[src/rtl/micro_pkg.sv]
// Shared types and constants for the microprogram sequencer and its microcode ROM.
package micro_pkg;

  localparam int UCTRL_W = 16;
  localparam int UWORD_W = UCTRL_W + 8;

  typedef enum logic [1:0] {
    SEQ_NEXT     = 2'b00,
    SEQ_END      = 2'b01,
    SEQ_JUMP     = 2'b10,
    SEQ_WAIT_MEM = 2'b11
  } seq_e;

  typedef enum logic [1:0] {
    IDLE = 2'd0,
    EXEC = 2'd1,
    TRAP = 2'd2
  } state_e;

  typedef struct packed {
    logic [UCTRL_W-1:0] ctrl;
    seq_e               seq;
    logic [5:0]         target;
  } uword_t;

  localparam logic [5:0] ADDR_NOP     = 6'd0;
  localparam logic [5:0] ADDR_LOAD    = 6'd11;
  localparam logic [5:0] ADDR_STORE   = 6'd12;
  localparam logic [5:0] ADDR_ILLEGAL = 6'd63;

  function automatic uword_t mk_word(input logic [UCTRL_W-1:0] ctrl,
                                     input seq_e seq,
                                     input logic [5:0] target);
    uword_t w;
    w.ctrl   = ctrl;
    w.seq    = seq;
    w.target = target;
    return w;
  endfunction

endpackage

[src/rtl/micro_rom.sv]
// 64-entry combinational microcode ROM indexed by the micro-PC.
// TEST_LOOP_EN places a JUMP-to-self routine at entry 30 for exercising the watchdog.
module micro_rom
  import micro_pkg::*;
#(
  parameter bit TEST_LOOP_EN = 1'b0
) (
  input  logic [5:0] addr,
  output uword_t     word
);

  always_comb begin
    word = mk_word('0, SEQ_END, 6'd0);
    case (addr)
      ADDR_LOAD:  word = mk_word(16'h2001, SEQ_JUMP, 6'd40);
      6'd40:      word = mk_word(16'h2002, SEQ_WAIT_MEM, 6'd0);
      6'd41:      word = mk_word(16'h2003, SEQ_END, 6'd0);
      ADDR_STORE: word = mk_word(16'h3001, SEQ_JUMP, 6'd44);
      6'd44:      word = mk_word(16'h3002, SEQ_WAIT_MEM, 6'd0);
      6'd45:      word = mk_word(16'h3003, SEQ_END, 6'd0);
      6'd30: begin
        if (TEST_LOOP_EN) word = mk_word(16'h4000, SEQ_JUMP, 6'd30);
      end
      default: begin
        // single-word routines; entry 0 (NOP) keeps ctrl=0
        if ((addr >= 6'd1 && addr <= 6'd10) || (addr >= 6'd13 && addr <= 6'd26))
          word = mk_word(16'h1000 | {10'd0, addr}, SEQ_END, 6'd0);
      end
    endcase
  end

endmodule

[src/rtl/micro_sequencer.sv]
// Microprogram sequencer: dispatches decode entry addresses and walks the microcode ROM.
// Define MICRO_ILLEGAL_TRAP_EN to trap on dispatch of address 63; otherwise it runs as a NOP.
module micro_sequencer
  import micro_pkg::*;
#(
  parameter int CTRL_W       = UCTRL_W,
  parameter int MAX_STEPS    = 15,
  parameter bit TEST_LOOP_EN = 1'b0
) (
  input  logic              clk,
  input  logic              reset,
  input  logic [5:0]        mapped_address,
  input  logic              instr_valid,
  output logic              instr_ready,
  input  logic              stall,
  input  logic              mem_done,
  output logic [CTRL_W-1:0] ctrl_word,
  output logic              ctrl_valid,
  output logic [5:0]        upc,
  output logic              trap,
  output logic              trap_cause,
  input  logic              trap_ack
);

  state_e     state_q, state_d;
  logic [5:0] upc_q, upc_d;
  logic [3:0] step_cnt_q, step_cnt_d;
  logic       trap_cause_q, trap_cause_d;
  uword_t     rom_word;
  logic       dispatch;
  logic       advance;
  logic       illegal_dispatch;

  micro_rom #(.TEST_LOOP_EN(TEST_LOOP_EN)) u_rom (
    .addr (upc_q),
    .word (rom_word)
  );

`ifdef MICRO_ILLEGAL_TRAP_EN
  assign illegal_dispatch = (mapped_address == ADDR_ILLEGAL);
`else
  assign illegal_dispatch = 1'b0;
`endif

  always_comb begin
    state_d      = state_q;
    upc_d        = upc_q;
    step_cnt_d   = step_cnt_q;
    trap_cause_d = trap_cause_q;
    instr_ready  = 1'b0;
    ctrl_valid   = 1'b0;
    dispatch     = 1'b0;
    advance      = 1'b0;

    case (state_q)
      IDLE: begin
        instr_ready = 1'b1;
        dispatch    = instr_valid;
      end
      EXEC: begin
        if (!stall) begin
          case (rom_word.seq)
            SEQ_END: begin
              instr_ready = 1'b1;
              ctrl_valid  = 1'b1;
              if (instr_valid) dispatch = 1'b1;
              else             state_d  = IDLE;
            end
            SEQ_WAIT_MEM: begin
              if (mem_done) begin
                ctrl_valid = 1'b1;
                advance    = 1'b1;
                upc_d      = upc_q + 6'd1;
              end
            end
            SEQ_JUMP: begin
              ctrl_valid = 1'b1;
              advance    = 1'b1;
              upc_d      = rom_word.target;
            end
            default: begin
              ctrl_valid = 1'b1;
              advance    = 1'b1;
              upc_d      = upc_q + 6'd1;
            end
          endcase
        end
      end
      TRAP: begin
        if (trap_ack) begin
          state_d      = IDLE;
          trap_cause_d = 1'b0;
        end
      end
      default: state_d = IDLE;
    endcase

    // the step that hits the limit is still issued; only the routine is cut off
    if (advance) begin
      step_cnt_d = (step_cnt_q == 4'hF) ? step_cnt_q : step_cnt_q + 4'd1;
      if (step_cnt_q == 4'(MAX_STEPS - 1)) begin
        state_d      = TRAP;
        trap_cause_d = 1'b1;
      end
    end

    if (dispatch) begin
      if (illegal_dispatch) begin
        state_d      = TRAP;
        trap_cause_d = 1'b0;
      end else begin
        state_d    = EXEC;
        upc_d      = mapped_address;
        step_cnt_d = '0;
      end
    end
  end

  always_ff @(posedge clk or posedge reset) begin
    if (reset) begin
      state_q      <= IDLE;
      upc_q        <= '0;
      step_cnt_q   <= '0;
      trap_cause_q <= 1'b0;
    end else begin
      state_q      <= state_d;
      upc_q        <= upc_d;
      step_cnt_q   <= step_cnt_d;
      trap_cause_q <= trap_cause_d;
    end
  end

  assign ctrl_word  = rom_word.ctrl[CTRL_W-1:0];
  assign upc        = upc_q;
  assign trap       = (state_q == TRAP);
  assign trap_cause = trap_cause_q;

endmodule

[config.mk]
export PLATFORM = sky130hd
export DESIGN_NAME = micro_sequencer
export DESIGN_NICKNAME = d
export VERILOG_FILES = /design/src/rtl/micro_pkg.sv /design/src/rtl/micro_rom.sv /design/src/rtl/micro_sequencer.sv
export SDC_FILE = /design/constraint.sdc
export NUM_CORES = 1
export LEC_CHECK = 0
export BUFFER_PORTS_ARGS = -buffer_cell sky130_fd_sc_hd__clkbuf_2
export CORE_ASPECT_RATIO = 1.25
export CORE_MARGIN = 2
export CORE_UTILIZATION = 45
export CTS_BUF_LIST = sky130_fd_sc_hd__clkbuf_16
export DETAILED_ROUTE_END_ITERATION = 10
export PLACE_DENSITY = 0.73
export SLEW_MARGIN = 15
export SYNTH_ARGS = -nofsm -noshare
export SYNTH_HDL_FRONTEND = slang
export SYNTH_SLANG_ARGS = --single-unit
export TNS_END_PERCENT = 10
[constraint.sdc]
create_clock -name clk -period 6.4 [get_ports clk]
set_clock_uncertainty 0.1 [all_clocks]
set_input_delay 0.96 -clock clk [delete_from_list [all_inputs] [get_ports clk]]
set_output_delay 0.96 -clock clk [all_outputs]
set_load 0.03 [all_outputs]
==> metrics.md <==
| Metric | Value |
|---|---|
| Status | finished clean |
| Largest delay share family, worst path | compound AO/OA/AOI/OAI gates |
| Post-synth EDFFs | 0 |
| 1st-iter DRT viols | 25 |
| Clk Latency, worst-skew pair | approximately 240 ps |
| CTS tree | done |
| Setup tns final | 0 ps |
| Slowest cell on crit path | dfrtp_1 |
| Pin count of the biggest net entering global routing | 16 |
| Most frequent cell after synthesis | dfrtp_1 |
| VDD IR max | 0.2269 mV |
| Post-synthesis cell type count | 43 |
| Antenna viol nets, final | 0 |
| Worst Path Required | 5340 ps |
| Layout cells sized above 1 | 25.81% |
| CTS sink count | 13 |
| FMAX | around 280 MHz |
| Leading area contributor after synthesis | dfrtp_1 |
| Final net count | 175 |
| Syn Std Cell Area | 0.001104 mm2 |
| Post-synth top cells | dfrtp_1 (13), buf_4 (10), nand2_1 (10), nor2_1 (10), o21ai_0 (8) |
| Post-synth top area share | slightly below 30% |
| Clock buffer count from CTS | 3 |
| Drt pass-1 iters | 4 |
| Slew margin rel. | between 60% and 70% |
| Pre-CTS setup slack | 3148 ps |
| Pwr Density | between 400 and 500 mW/mm2 |
| Total gr overflow | 0 |
| Post-DP HPWL | roughly 1900 um |
| Startpoint type of the worst setup path | flip-flop |
| Vias per cell | between 5 and 6 |
| # diodes | 0 |
| Final estimated routing congestion in global placement | 0.7809 |
| Tot Pwr | 0.5969 mW |
| Worst min-delay path class | flip-flop to flip-flop |
| Clock tree root driver cell | clkbuf_16 |
| CP Class | flip-flop to output port |
| Leakage power | 0.6296 nW |
| Syn Area/Cell | 8.555 um2 |
| MaxCap Viol Count | 0 |
| Synth warn | 0 |
| WL per Instance | 12.88 um |
| Initial core utilization | a little under half |
| Max incr delay on CP | roughly 500 ps |
| Top_reg_cell synth | dfrtp_1 |
| Async SR Flop Fraction | 100.0% |
| Seq cells post-synth | 13 |
| Via Count | 977 |
| H-tree depth | 1 |
| CP bufs+invs | 2 |
| Die X | 48.30 um |
| CTS resizes | 0 |
| # rows | 20 |
| Crit-path cells | inv_1 -> ha_1 -> mux2_2 -> a22oi_1 -> o21ai_0 -> a21oi_1 -> and2_1 -> clkbuf_2 |
| Final Worst Setup Slack | 2843 ps |
| Worst-path maximum fanout | 9 |
| Arr. time, crit path | 2500 ps |
| Vias in the first global route | 867 |
| First-pass GRT wire length | 3726 um |
| Die area | 0.002867 mm2 |
| Final period util | 55.58% |
| Total core area | 0.002377 mm2 |
| Initial antenna violation count | 0 |
| CTS Hold Bufs | 0 |
| Clock-pin slew on the worst setup and hold paths | 40 ps |
| Sequential area share after synthesis | 29.48% |
| Final max-slew violation count | 0 |
| Synthesized instance count | 129 |
| Setup violations, final | 0 |
| DRC errors left | 0 |
| Slew @ Worst Pin | slightly above 500 ps |
| Post-CTS Setup Inserts | 0 |
| Final hold slack | 377.4 ps |
| Drt total wl | 2422 um |
| PortBufs | 28 |
| Synth area leaders | dfrtp_1 (29%), ha_1 (7.9%), buf_4 (6.8%), o21ai_0 (3.6%), nand2_1 (3.4%) |
| CP Capture Type | output port |
| Period minus WS final | about 3600 ps |
| Final Hold Vio Count | 0 |
| CTS max path bufs | 2 |
| Unrepaired setup endpoints after global routing | false |
| Die Y | approximately 59 um |
| Area grow syn2layout | 17.80% |
| Total global-route track usage | 18.85% |
| Total I/O pin count | 38 |
worst paths after layout:
path	endpoint	cells after the start	start	slack (ps)
setup / recovery	ctrl_word[2]	8	upc[0]$_DFFE_PP0P_	2840
hold / removal	trap_cause$_DFF_PP0_	2	trap_cause$_DFF_PP0_	380
setup reg to reg	upc[2]$_DFFE_PP0P_	6	upc[0]$_DFFE_PP0P_	4180
hold reg to reg	trap_cause$_DFF_PP0_	2	trap_cause$_DFF_PP0_	380
max in group asynchronous	state_q[0]$_DFF_PP0_	2	reset	5230
min in group asynchronous	step_cnt_q[1]$_DFFE_PP0P_	2	reset	620
through the flow:
stage               std cells  utilization (%)  area (um2)
floorplan                 137                -        1134
global placement          184            51.37        1221
detailed placement        184            51.37        1221
finish                    188            54.68        1300
global route              188            54.68        1300
CTS                       188            54.68        1300
per-layer routing:
layer | part of all wire [%] | vias up | track usage (%)
li1 | - | 487 | -
met1 | 41 | 461 | 20.66
met2 | 54 | 24 | 32.71
met3 | 3.4 | 5 | 3.659
met4 | 1.8 | 0 | 9.266
met5 | 0 | - | 0
sequential cells by signal, summed over array words and instances, names as in the netlist:
| name | cells |
|---|---|
| upc | 6 |
| step_cnt_q | 4 |
| trap_cause | 1 |
| state_q | 2 |
final cells by class:
class	count	area, um2
fill	229	1077
inverter	7	26.28
clock inverter	1	3.754
multi-input combinational	103	688.2
sequential	13	325.3
timing repair buffer	28	140.1
tap	33	41.29
clock buffer	3	75.07
placed cells by master (no fill, tap or decap), drive strengths merged:
cell	Yosys	final
a21o	1	1
dfrtp	13	13
a22oi	2	2
o2bb2ai	3	3
nor3b	3	3
nand2b	3	3
nor3	3	3
o21a	1	1
and2	3	3
nor2b	5	5
mux2i	2	2
and2b	1	1
a221o	1	1
clkbuf	1	31
a21oi	8	8
or2	1	1
o31ai	2	2
conb	1	9
nand3b	1	1
o211a	1	1
or3	1	1
nand2	10	10
inv	7	8
o21ai	10	10
ha	7	7
a211o	1	1
nor4b	2	2
a41oi	3	3
or3b	1	1
a311oi	1	1
nor2	11	11
nand3	3	3
xnor2	1	1
nand4	1	1
mux2	1	1
cells by family (layout without fill, tap and decap cells):
group / after synthesis / count (layout) / share of synthesized area [%]
fa+ha+maj: 7 / 7 / 7.936
compound gates: 34 / 34 / 22.79
simple gates: 49 / 49 / 24.94
flops: 13 / 13 / 29.48
other cells: 1 / 9 / 0.3398
mux: 3 / 3 / 2.834
buf+inv: 21 / 39 / 10.88
xor+xnor: 1 / 1 / 0.7938
power by group:
part	leakage (nW)	internal, mW	switching [mW]
logic	0.420	0.114	0.214
clock network	0.0423	0.0823	0.0340
registers	0.168	0.0998	0.0528
total	0.630	0.296	0.301
worst reg2reg max path, cell delays in order (launching register included):
cell and delay (ps):
dfrtp_1 500, inv_1 130, ha_1 290, mux2i_1 230
a211o_1 450, nor2_2 100, a221o_1 300
Power figures use the tool's default switching activity.
